===== src/rtl/sm4_key_sched_if.sv =====
// ---------------------------------------------------------------------------
// sm4_key_sched_if
//   Bundles the key-load, read-request and round-key stream signals of the
//   SM4 key-schedule engine.
//
//   master modport : the surrounding logic (key loader + round core)
//   slave  modport : the key-schedule engine
//
//   mk         [0:127] master key, bit 0 is MSB, MK0 = mk[0:31]
//   key_valid          master key offered
//   key_ready          engine can accept a key
//   keys_valid         buffer holds a complete, current schedule
//   rd_start           request one 32-key stream
//   rd_dir             0 forward (rk0 first), 1 reverse (rk31 first)
//   rk         [0:31]  streamed round key
//   rk_valid           rk is valid
//   rk_ready           consumer accepts rk
//   rk_last            marks the 32nd beat of a stream
// ---------------------------------------------------------------------------
interface sm4_key_sched_if;
  logic [0:127] mk;
  logic         key_valid;
  logic         key_ready;
  logic         keys_valid;
  logic         rd_start;
  logic         rd_dir;
  logic [0:31]  rk;
  logic         rk_valid;
  logic         rk_ready;
  logic         rk_last;

  modport master (
    output mk, key_valid, rd_start, rd_dir, rk_ready,
    input  key_ready, keys_valid, rk, rk_valid, rk_last
  );

  modport slave (
    input  mk, key_valid, rd_start, rd_dir, rk_ready,
    output key_ready, keys_valid, rk, rk_valid, rk_last
  );
endinterface


===== src/rtl/sm4_key_sched.sv =====
// ---------------------------------------------------------------------------
// sm4_key_sched
//   Iterative SM4 key-schedule engine. Expands a 128-bit master key into the
//   32 round keys (one round per clock), stores them in a 32x32 buffer and
//   streams them to the round core, forward for encryption or reverse for
//   decryption.
//
//   Ports:
//     clk  : clock, all logic on the rising edge
//     rst  : synchronous, active-high reset
//     bus  : sm4_key_sched_if.slave (key load, read request, key stream)
//
//   Configuration macro: SM4_KEY_REV_EN
//     defined   : rd_dir = 1 streams rk31..rk0 with rk_last on rk0
//     undefined : rd_dir is ignored, every stream is rk0..rk31
// ---------------------------------------------------------------------------
module sm4_key_sched (
  input  logic           clk,
  input  logic           rst,
  sm4_key_sched_if.slave bus
);

  typedef enum logic [1:0] {
    S_IDLE,
    S_EXPAND,
    S_READY,
    S_STREAM
  } state_e;

  localparam logic [0:3][31:0] FK = {
    32'hA3B1BAC6, 32'h56AA3350, 32'h677D9197, 32'hB27022DC
  };

  localparam logic [0:31][31:0] CK = {
    32'h00070e15, 32'h1c232a31, 32'h383f464d, 32'h545b6269,
    32'h70777e85, 32'h8c939aa1, 32'ha8afb6bd, 32'hc4cbd2d9,
    32'he0e7eef5, 32'hfc030a11, 32'h181f262d, 32'h343b4249,
    32'h50575e65, 32'h6c737a81, 32'h888f969d, 32'ha4abb2b9,
    32'hc0c7ced5, 32'hdce3eaf1, 32'hf8ff060d, 32'h141b2229,
    32'h30373e45, 32'h4c535a61, 32'h686f767d, 32'h848b9299,
    32'ha0a7aeb5, 32'hbcc3cad1, 32'hd8dfe6ed, 32'hf4fb0209,
    32'h10171e25, 32'h2c333a41, 32'h484f565d, 32'h646b7279
  };

  localparam logic [0:255][7:0] SBOX = {
    8'hD6, 8'h90, 8'hE9, 8'hFE, 8'hCC, 8'hE1, 8'h3D, 8'hB7, 8'h16, 8'hB6, 8'h14, 8'hC2, 8'h28, 8'hFB, 8'h2C, 8'h05,
    8'h2B, 8'h67, 8'h9A, 8'h76, 8'h2A, 8'hBE, 8'h04, 8'hC3, 8'hAA, 8'h44, 8'h13, 8'h26, 8'h49, 8'h86, 8'h06, 8'h99,
    8'h9C, 8'h42, 8'h50, 8'hF4, 8'h91, 8'hEF, 8'h98, 8'h7A, 8'h33, 8'h54, 8'h0B, 8'h43, 8'hED, 8'hCF, 8'hAC, 8'h62,
    8'hE4, 8'hB3, 8'h1C, 8'hA9, 8'hC9, 8'h08, 8'hE8, 8'h95, 8'h80, 8'hDF, 8'h94, 8'hFA, 8'h75, 8'h8F, 8'h3F, 8'hA6,
    8'h47, 8'h07, 8'hA7, 8'hFC, 8'hF3, 8'h73, 8'h17, 8'hBA, 8'h83, 8'h59, 8'h3C, 8'h19, 8'hE6, 8'h85, 8'h4F, 8'hA8,
    8'h68, 8'h6B, 8'h81, 8'hB2, 8'h71, 8'h64, 8'hDA, 8'h8B, 8'hF8, 8'hEB, 8'h0F, 8'h4B, 8'h70, 8'h56, 8'h9D, 8'h35,
    8'h1E, 8'h24, 8'h0E, 8'h5E, 8'h63, 8'h58, 8'hD1, 8'hA2, 8'h25, 8'h22, 8'h7C, 8'h3B, 8'h01, 8'h21, 8'h78, 8'h87,
    8'hD4, 8'h00, 8'h46, 8'h57, 8'h9F, 8'hD3, 8'h27, 8'h52, 8'h4C, 8'h36, 8'h02, 8'hE7, 8'hA0, 8'hC4, 8'hC8, 8'h9E,
    8'hEA, 8'hBF, 8'h8A, 8'hD2, 8'h40, 8'hC7, 8'h38, 8'hB5, 8'hA3, 8'hF7, 8'hF2, 8'hCE, 8'hF9, 8'h61, 8'h15, 8'hA1,
    8'hE0, 8'hAE, 8'h5D, 8'hA4, 8'h9B, 8'h34, 8'h1A, 8'h55, 8'hAD, 8'h93, 8'h32, 8'h30, 8'hF5, 8'h8C, 8'hB1, 8'hE3,
    8'h1D, 8'hF6, 8'hE2, 8'h2E, 8'h82, 8'h66, 8'hCA, 8'h60, 8'hC0, 8'h29, 8'h23, 8'hAB, 8'h0D, 8'h53, 8'h4E, 8'h6F,
    8'hD5, 8'hDB, 8'h37, 8'h45, 8'hDE, 8'hFD, 8'h8E, 8'h2F, 8'h03, 8'hFF, 8'h6A, 8'h72, 8'h6D, 8'h6C, 8'h5B, 8'h51,
    8'h8D, 8'h1B, 8'hAF, 8'h92, 8'hBB, 8'hDD, 8'hBC, 8'h7F, 8'h11, 8'hD9, 8'h5C, 8'h41, 8'h1F, 8'h10, 8'h5A, 8'hD8,
    8'h0A, 8'hC1, 8'h31, 8'h88, 8'hA5, 8'hCD, 8'h7B, 8'hBD, 8'h2D, 8'h74, 8'hD0, 8'h12, 8'hB8, 8'hE5, 8'hB4, 8'hB0,
    8'h89, 8'h69, 8'h97, 8'h4A, 8'h0C, 8'h96, 8'h77, 8'h7E, 8'h65, 8'hB9, 8'hF1, 8'h09, 8'hC5, 8'h6E, 8'hC6, 8'h84,
    8'h18, 8'hF0, 8'h7D, 8'hEC, 8'h3A, 8'hDC, 8'h4D, 8'h20, 8'h79, 8'hEE, 8'h5F, 8'h3E, 8'hD7, 8'hCB, 8'h39, 8'h48
  };

  // Key-schedule round transform: byte-wise S-box, then L'(B) = B ^ B<<<13 ^ B<<<23.
  function automatic logic [31:0] t_prime(input logic [31:0] x);
    logic [31:0] b;
    b = {SBOX[x[31:24]], SBOX[x[23:16]], SBOX[x[15:8]], SBOX[x[7:0]]};
    return b ^ {b[18:0], b[31:19]} ^ {b[8:0], b[31:9]};
  endfunction

  state_e      state_q, state_d;
  logic [4:0]  cnt_q, cnt_d;
  logic [4:0]  ptr_q, ptr_d;
  logic [31:0] k_q [4];
  logic [31:0] k_d [4];
  logic        key_ready_q, key_ready_d;
  logic        keys_valid_q, keys_valid_d;
  logic        rk_valid_q, rk_valid_d;
  logic        rk_last_q, rk_last_d;
  logic [31:0] rk_q, rk_d;

  logic [31:0] key_buf [32];
  logic        buf_we;
  logic [31:0] rk_new;
  logic        load_key;
  logic        start_rd;
  logic [4:0]  rd_first;
  logic [4:0]  ptr_step;
  logic [4:0]  ptr_end;

  // Key load wins over a same-cycle read request; both only act in IDLE/READY.
  assign load_key = bus.key_valid && (state_q == S_IDLE || state_q == S_READY);
  assign start_rd = bus.rd_start && !bus.key_valid && (state_q == S_READY);
  assign rk_new   = k_q[0] ^ t_prime(k_q[1] ^ k_q[2] ^ k_q[3] ^ CK[cnt_q]);

`ifdef SM4_KEY_REV_EN
  logic dir_q, dir_d;

  assign rd_first = bus.rd_dir ? 5'd31 : 5'd0;
  assign ptr_step = dir_q ? ptr_q - 5'd1 : ptr_q + 5'd1;
  assign ptr_end  = dir_q ? 5'd0 : 5'd31;
  assign dir_d    = start_rd ? bus.rd_dir : dir_q;

  always_ff @(posedge clk) begin
    if (rst) dir_q <= 1'b0;
    else     dir_q <= dir_d;
  end
`else
  assign rd_first = 5'd0;
  assign ptr_step = ptr_q + 5'd1;
  assign ptr_end  = 5'd31;
`endif

  always_comb begin
    // NOTE: every variable gets a default first so no path leaves it unassigned (no latch).
    state_d      = state_q;
    cnt_d        = cnt_q;
    ptr_d        = ptr_q;
    key_ready_d  = key_ready_q;
    keys_valid_d = keys_valid_q;
    rk_valid_d   = rk_valid_q;
    rk_last_d    = rk_last_q;
    rk_d         = rk_q;
    buf_we       = 1'b0;
    for (int j = 0; j < 4; j++) k_d[j] = k_q[j];

    if (load_key) begin
      for (int j = 0; j < 4; j++) k_d[j] = bus.mk[32*j +: 32] ^ FK[j];
      cnt_d        = 5'd0;
      state_d      = S_EXPAND;
      key_ready_d  = 1'b0;
      keys_valid_d = 1'b0;
    end else if (start_rd) begin
      ptr_d       = rd_first;
      state_d     = S_STREAM;
      key_ready_d = 1'b0;
      rk_valid_d  = 1'b1;
      rk_d        = key_buf[rd_first];
      rk_last_d   = 1'b0;
    end else if (state_q == S_EXPAND) begin
      // Write rk_i and slide the four-word window by one.
      buf_we = 1'b1;
      k_d[0] = k_q[1];
      k_d[1] = k_q[2];
      k_d[2] = k_q[3];
      k_d[3] = rk_new;
      cnt_d  = cnt_q + 5'd1;
      if (cnt_q == 5'd31) begin
        state_d      = S_READY;
        key_ready_d  = 1'b1;
        keys_valid_d = 1'b1;
      end
    end else if (state_q == S_STREAM && bus.rk_ready) begin
      // rk_valid is constant high in STREAM, so rk_ready alone marks a handshake.
      if (rk_last_q) begin
        state_d     = S_READY;
        key_ready_d = 1'b1;
        rk_valid_d  = 1'b0;
        rk_last_d   = 1'b0;
      end else begin
        ptr_d     = ptr_step;
        rk_d      = key_buf[ptr_step];
        rk_last_d = (ptr_step == ptr_end);
      end
    end
  end

  always_ff @(posedge clk) begin
    // NOTE: sequential state uses non-blocking assignments so all flops update together.
    if (rst) begin
      state_q      <= S_IDLE;
      cnt_q        <= 5'd0;
      ptr_q        <= 5'd0;
      key_ready_q  <= 1'b1;
      keys_valid_q <= 1'b0;
      rk_valid_q   <= 1'b0;
      rk_last_q    <= 1'b0;
      rk_q         <= 32'd0;
      for (int j = 0; j < 4; j++) k_q[j] <= 32'd0;
    end else begin
      state_q      <= state_d;
      cnt_q        <= cnt_d;
      ptr_q        <= ptr_d;
      key_ready_q  <= key_ready_d;
      keys_valid_q <= keys_valid_d;
      rk_valid_q   <= rk_valid_d;
      rk_last_q    <= rk_last_d;
      rk_q         <= rk_d;
      for (int j = 0; j < 4; j++) k_q[j] <= k_d[j];
    end
  end

  // NOTE: the key buffer is deliberately not reset; keys_valid guards its contents.
  always_ff @(posedge clk) begin
    if (buf_we) key_buf[cnt_q] <= rk_new;
  end

  assign bus.key_ready  = key_ready_q;
  assign bus.keys_valid = keys_valid_q;
  assign bus.rk_valid   = rk_valid_q;
  assign bus.rk_last    = rk_last_q;
  assign bus.rk         = rk_q;

endmodule


===== src/flat_wrapper.sv =====
// flat-port wrapper written by rule: the top's interface ports become plain ports
module sm4_key_sched_flat 
  (clk, rst, bus_mk, bus_key_valid, bus_rd_start, bus_rd_dir, bus_rk_ready, bus_key_ready, bus_keys_valid, bus_rk, bus_rk_valid, bus_rk_last);
  sm4_key_sched_if bus_i ();
  input  logic clk;
  input  logic rst;
  input wire logic [$bits(bus_i.mk)-1:0] bus_mk;
  input wire logic [$bits(bus_i.key_valid)-1:0] bus_key_valid;
  input wire logic [$bits(bus_i.rd_start)-1:0] bus_rd_start;
  input wire logic [$bits(bus_i.rd_dir)-1:0] bus_rd_dir;
  input wire logic [$bits(bus_i.rk_ready)-1:0] bus_rk_ready;
  output wire logic [$bits(bus_i.key_ready)-1:0] bus_key_ready;
  output wire logic [$bits(bus_i.keys_valid)-1:0] bus_keys_valid;
  output wire logic [$bits(bus_i.rk)-1:0] bus_rk;
  output wire logic [$bits(bus_i.rk_valid)-1:0] bus_rk_valid;
  output wire logic [$bits(bus_i.rk_last)-1:0] bus_rk_last;
  assign bus_i.mk = bus_mk;
  assign bus_i.key_valid = bus_key_valid;
  assign bus_i.rd_start = bus_rd_start;
  assign bus_i.rd_dir = bus_rd_dir;
  assign bus_i.rk_ready = bus_rk_ready;
  assign bus_key_ready = bus_i.key_ready;
  assign bus_keys_valid = bus_i.keys_valid;
  assign bus_rk = bus_i.rk;
  assign bus_rk_valid = bus_i.rk_valid;
  assign bus_rk_last = bus_i.rk_last;
  sm4_key_sched u_core (.clk(clk), .rst(rst), .bus(bus_i));
endmodule

===== config.mk =====
export PLATFORM = sky130hd
export DESIGN_NAME = sm4_key_sched_flat
export DESIGN_NICKNAME = d
export VERILOG_FILES = /design/src/rtl/sm4_key_sched_if.sv /design/src/rtl/sm4_key_sched.sv /design/src/flat_wrapper.sv
export SDC_FILE = /design/constraint.sdc
export NUM_CORES = 2
export LEC_CHECK = 0
export BUFFER_PORTS_ARGS = -buffer_cell sky130_fd_sc_hd__buf_2
export CAP_MARGIN = 20
export CORE_ASPECT_RATIO = 1.1
export CORE_MARGIN = 1
export CORE_UTILIZATION = 30
export CTS_BUF_LIST = sky130_fd_sc_hd__clkbuf_8
export DETAILED_ROUTE_END_ITERATION = 8
export PLACE_DENSITY = 0.45
export SYNTH_ARGS = -nofsm -noshare
export SYNTH_HDL_FRONTEND = slang
export SYNTH_SLANG_ARGS = --single-unit

===== constraint.sdc =====
create_clock -name clk -period 13.9 [get_ports clk]
set_input_delay 0.695 -clock clk [delete_from_list [all_inputs] [get_ports clk]]
set_output_delay 0.695 -clock clk [all_outputs]
set_load 0.05 [all_outputs]

* Word level (Yosys, flattened, before mapping) *
Memory sizes are Yosys's and may differ from the RTL's.
Index checks and enable logic that the tools add are counted.

storage, ports and cells
  register bits = 48
  RAM bits = 1152
  ROM bits = 9216
  output and inout port bits = 36
  memories kept = 7

memories
  name              words  bits a word  rd ports  clocked after Yosys merged registers in  wr ports  RTL line             text
  (name not given)  256    8            1         0                                        0         sm4_key_sched.sv:67  b = {SBOX[x[31:24]], SBOX[x[23:16]], SBOX[x[15:8]], SBOX[x[7:0]]};
  (name not given)  256    8            1         0                                        0         sm4_key_sched.sv:67
  (name not given)  256    8            1         0                                        0         sm4_key_sched.sv:67
  (name not given)  256    8            1         0                                        0         sm4_key_sched.sv:67
  (name not given)  32     32           1         0                                        0         sm4_key_sched.sv:94  assign rk_new = k_q[0] ^ t_prime(k_q[1] ^ k_q[2] ^ k_q[3] ^ CK[cnt_q]);
  u_core.key_buf    32     32           2         0                                        1         sm4_key_sched.sv:82  logic [31:0] key_buf [32];
  1 more memories   n/a    n/a          n/a       n/a                                      n/a       n/a

cells by class
  $add $sub $neg = 2
  order comparisons = 5
  equality and inequality tests = 9
  multiplexer cells = 53
  bitwise logic cells = 21
  reduce and logical (&&, ||, !) cells = 21

operator list
  kind                                            count
  two-way mux 128 bit                             3
  two-way mux 32 bit                              10
  bitwise XOR 32 bit                              6
  two-way mux 8 bit                               8
  >= comparator 9 bit (second input constant)     4
  inverter 8 -> 9 bit                             4
  inverter 14 bit                                 2
  two-way mux 1 bit                               23
  two-way mux 5 bit                               4
  inverter 19 bit                                 1
  inverter 17 bit                                 1
  AND reduction 3 bit                             4
  adder 5 x 1 -> 5 bit (second input constant)    2
  equality test 5 bit (second input constant)     2
  two-way mux 2 bit                               5
  AND reduction 4 bit                             2
  nonzero test 4 bit                              2
  >= comparator 6 bit (second input constant)     1
  inverter 5 -> 6 bit                             1
  nonzero test 3 bit                              2
  equality test 2 bit (second input constant)     2
  logical AND 1 bit                               4
  != test 4 x 2 -> 1 bit (second input constant)  1
  bitwise OR 1 bit                                4
  11 further kinds                                13

* Longest topological paths before layout *
  word-level depth = 16
  gate-level depth with buffers = 19
  mapped depth without buffers = 14

* Worst setup path after synthesis *
OpenSTA, ideal clock, no wires.

  path type = register -> register
  from = mem u_core.k_q[3][0]
  to = mem u_core.key_buf[0][27], data pin
  setup time = 0.394 ns
  arrival = 4.631 ns
  data required time = 13.506 ns
  setup slack = 8.875 ns
  cell stages (with the launch flop) = 18
  buffers on the path = 6
  clock period less this slack = 5.025 ns
  cells stage by stage = dfxtp_1 -> xor3_1 -> inv_1 -> buf_2 -> buf_1 -> buf_1 -> ha_1 -> clkbuf_1 -> clkbuf_1 -> clkbuf_1 -> o21ai_0 -> a221oi_1 -> a211oi_1 -> a21oi_1 -> o21ai_0 -> a22oi_2 -> xnor2_1 -> xnor2_1

RTL lines
  element             RTL line             text
  start: declaration  sm4_key_sched.sv:74  logic [31:0] k_q [4];
  end: declaration    sm4_key_sched.sv:82

* Worst setup path in the final report *
  from = reg u_core.cnt_q[1]
  to = mem u_core.key_buf[27][24], data pin

between the ends
  longest elaborated chain between the ends = 12

RTL lines
  element                                                  RTL line              text
  start: declaration                                       sm4_key_sched.sv:72   logic [4:0] cnt_q, cnt_d;
  start signal: assignment                                 sm4_key_sched.sv:182  cnt_q <= cnt_d;
  inverter 5 -> 6 bit (not written as such) *              sm4_key_sched.sv:94
  memory read (32 x 32 bit) *                              n/a
  two-way mux 32 bit (not written as such) * (2 in a row)  sm4_key_sched.sv:94
  bitwise XOR 32 bit *                                     sm4_key_sched.sv:94
  inverter 8 -> 9 bit (not written as such)                sm4_key_sched.sv:67
  memory read (256 x 8 bit)                                n/a
  two-way mux 8 bit (not written as such) (2 in a row)     sm4_key_sched.sv:67
  bitwise XOR 32 bit                                       sm4_key_sched.sv:68   return b ^ {b[18:0], b[31:19]} ^ {b[8:0], b[31:9]};
  bitwise XOR 32 bit *                                     sm4_key_sched.sv:68
  bitwise XOR 32 bit *                                     sm4_key_sched.sv:94
  via u_core.rk_new[24]                                    sm4_key_sched.sv:84   logic [31:0] rk_new;

Mark *: on every way through the listed nets, which the timed path passes. The rest lies on a longest branch. The select of a mux whose other input is x is not followed.

==> out/qor.json <==
{
  "yosys": {
    "ys_dominant_reg_cell": "edfxtp_1",
    "mappedNetlistArea_um2": 62000,
    "synth_simple_gate_area_share_pct": 7.58,
    "post-synth-top-area-fraction_pct": 49.6,
    "synthDominantAreaCellType": "edfxtp_1",
    "postSynthRegisterBits": 1200,
    "postSynthCellCount": 4855,
    "post_synth_num_cell_types": 111,
    "synth-seq-area-share_pct": 55.3,
    "post_synth_xor_area_fraction_pct": 3.57,
    "synth_compound_gate_area_share_pct": 16.0,
    "synthMuxAreaShare_pct": 13.1,
    "synth_area_leaders": "edfxtp_1 50%, mux4_2 12%, dfxtp_1 5.7%",
    "synth-async-reset-ratio_pct": 0,
    "synth_warnings": 0,
    "post_synthesis_net_count": 5030,
    "synth.avg_cell_area_um2": 12.8,
    "adder_cell_fraction_of_synth_area_pct": 0.846,
    "synth-edff-count": 1024,
    "synth_top_family_by_area": "compound AO/OA/AOI/OAI gates"
  },
  "finish": {
    "final_layout_size_suffix_gt1_share_pct": 21.5,
    "mostFrequentLayoutCell": "edfxtp_1",
    "synthToLayoutAreaGrowth_pct": 13.8,
    "num-nets-final": 5140,
    "layout_common_cells": "1024 x edfxtp_1, 421 x nor2_1, 354 x a21oi_1"
  },
  "timing": {
    "timing.slew.headroom_pct": 27.4,
    "hold_slack_ps": 89.4,
    "max_freq_mhz": 152,
    "hold_viol_final": 0,
    "setup_violations": 0,
    "fin_setup_tns_ps": 0,
    "skew_ps": 78.1,
    "finalWorstSetupSlack_ps": 7320,
    "period_minus_slack_ps": 6580,
    "worst_slew_pin_slew_ps": 1080,
    "final-max-slew-violation-count": 0,
    "rsz0062_at_grt": "false",
    "timing.final.crit_share_pct": 47.3
  },
  "route": {
    "initialDrtViolationCount": 5278,
    "detailed_route_drc_error_count": 0,
    "via_count": 45858,
    "post_drt_via_cell_ratio": 5.83,
    "detail_route.wl_per_cell_um": 29.9,
    "drt_pass_1_iters": 6,
    "drt_wl_total_mm": 235,
    "ant_nets": 0
  },
  "die": {
    "chipWidth_um": 435,
    "i_o_pin_total": 170,
    "die_height_um": 479,
    "fp-row-count": 174,
    "die_area_um2": 208000,
    "placeableCoreArea_um2": 205000,
    "initial_core_util_pct": 30.2
  },
  "run": {
    "cap_violations": 0
  },
  "setup_path": {
    "critical_path_class": "flop to flop",
    "series_of_cell_instances_along_the_critical_path": "buf_4, inv_1, ha_1, xnor2_2, xnor2_2, buf_4, buf_4, nand2_1, o22ai_1, o22a_1, o21ai_0, o211ai_1, xnor2_1, xnor3_1, inv_1",
    "slowest_stage": "inv_1",
    "endpoint_of_the_worst_slack_reg_to_reg_timing_path": "u_core.key_buf[27][24]",
    "startpoint_type": "flop",
    "regToRegSetupSlack_ps": 7320,
    "worstPathRequired_ps": 14430,
    "timing.critical_path.fanout_max": 41,
    "reg2reg_depth": 15,
    "critPathArrivalTime_ps": 7110,
    "worstSetupEndpointType": "flop",
    "path_common_cell": "buf_4",
    "cpPeakStageDelay_ps": 850,
    "launch_instance_of_the_worst_register_to_register_path": "u_core.cnt_q[1]"
  },
  "min_path": {
    "min_from": "bus_mk[38]",
    "holdPathEnd": "u_core.k_q[2][6]",
    "timing.hold.worst.class": "input pin to flop",
    "hold_path_depth": 3
  },
  "placed_design": {
    "io_buffers": 168,
    "routabilityCongestion": 0.955,
    "place_worst_setup_slack_ps": 7540,
    "dp_hpwl_mm": 143
  },
  "clock_network": {
    "tritoncts.num_buffers": 201,
    "clock-sinks": 1200,
    "clk_path_buf_depth": 3,
    "tritoncts_clock_tree": "yes",
    "root_buffer_cell": "clkbuf_8",
    "path_clk_slew_ps": 60,
    "worst_skew_pair.late_latency_ps": 930,
    "cts.htree.levels": 4
  },
  "grt": {
    "first_global_vias": 44640,
    "pin_count_of_the_biggest_net_entering_global_routing": 143,
    "grt_first_pass_wirelength_mm": 336,
    "antenna_found_initial": 9,
    "grt_remaining_overflow": 0,
    "gr-usage-all-layers_pct": 22.0
  },
  "run_status": {
    "outcome": "complete, no violations"
  }
}
final cells by class:
type	instances	area [um^2]
diodes	9	22.5
clock buffers	221	3040
clock inverters	151	841
fillers	20175	134000
inverters	26	97.6
multi-input cells	3160	26300
flip-flops and latches	1200	34300
well taps	2728	3410
repair buffers	376	2520
kinds of logic (layout without fill, tap and decap cells):
kind of cell | after synthesis | after routing
buf+inv | 495 | 774
compound gates | 1439 | 1439
fa+ha+maj | 42 | 42
mux | 398 | 398
simple gates | 1079 | 1079
other cells | 0 | 9
xor+xnor | 202 | 202
flops | 1200 | 1200
flip-flops by register name (all words and copies together) (netlist names):
register               flops
u_core.bus.keys_valid      1
u_core.ptr_q               5
u_core.bus.key_ready       1
u_core.state_q             2
u_core.bus.rk             32
u_core.key_buf          1024
u_core.bus.rk_valid        1
u_core.k_q               128
u_core.bus.rk_last         1
u_core.cnt_q               5
synthesized netlist by cell type (30+ instances only):
cell and count:
a211oi_1 98, a31oi_1 64, edfxtp_1 1024, nand2_1 316
nor3_1 75, xor2_1 58, o221ai_1 34, a22oi_1 73
mux4_2 326, mux2i_1 68, a221oi_1 92, o211ai_1 63
a21oi_1 354, o311ai_0 30, nor2_1 451, buf_4 38
buf_2 125, nand3_1 109, dfxtp_1 176, xnor2_1 108
buf_1 50, ha_1 41, a311oi_1 34, clkbuf_1 244
o21ai_0 242, o22ai_1 51
worst max-delay path: cells and delay by family (launching register included):
kind	cells	cell delay (ps)
AO/OA/AOI/OAI	4	1370
buffers and inverters	5	2090
flip-flops	1	310
XOR/XNOR	4	1310
AND/OR/NAND/NOR	1	550
adder cells (fa/ha/maj)	1	490
per-layer routing:
metal / global-route usage [%] / routed length (um) / vias to the layer above
met5: 0 / 23 / -
met3: 3.71 / 16500 / 463
met2: 34.8 / 109000 / 2226
met1: 30.0 / 99900 / 23505
li1: - / - / 19660
met4: 8.61 / 9420 / 4
what timing repair did:
action                                 4_1_cts  5_1_grt
hold buffers                                25        0
setup buffers                                0        0
endpoints found under the hold margin       34        0
resized for setup                            0        0
through the flow:
stage          utilization, %  instance area (um^2)  instances
6_report                 34.4                 70500       7871
5_1_grt                  34.4                 70500       7867
4_1_cts                  34.4                 70500       7860
3_5_place_dp             32.4                 66300       7463
3_3_place_gp             32.4                 66300       7463
2_1_floorplan               -                 62000       4855
worst max-delay path by stage:
stage                           startpoint                     end  slack [ps]  cells after the start
after floorplan           u_core.k_q[3][0]   u_core.key_buf[0][27]        8870                     17
final                      u_core.cnt_q[1]  u_core.key_buf[27][24]        7320                     15
after CTS                  u_core.cnt_q[1]  u_core.key_buf[27][24]        7490                     15
after detailed placement   u_core.cnt_q[1]  u_core.key_buf[11][24]        7540                     15
after global routing       u_core.cnt_q[1]  u_core.key_buf[27][24]        7150                     15
after global placement     u_core.cnt_q[1]  u_core.key_buf[10][24]        7570                     15
Power is not shown: default switching activity piles up to over one toggle a cycle in this logic, so the estimate is an artifact.
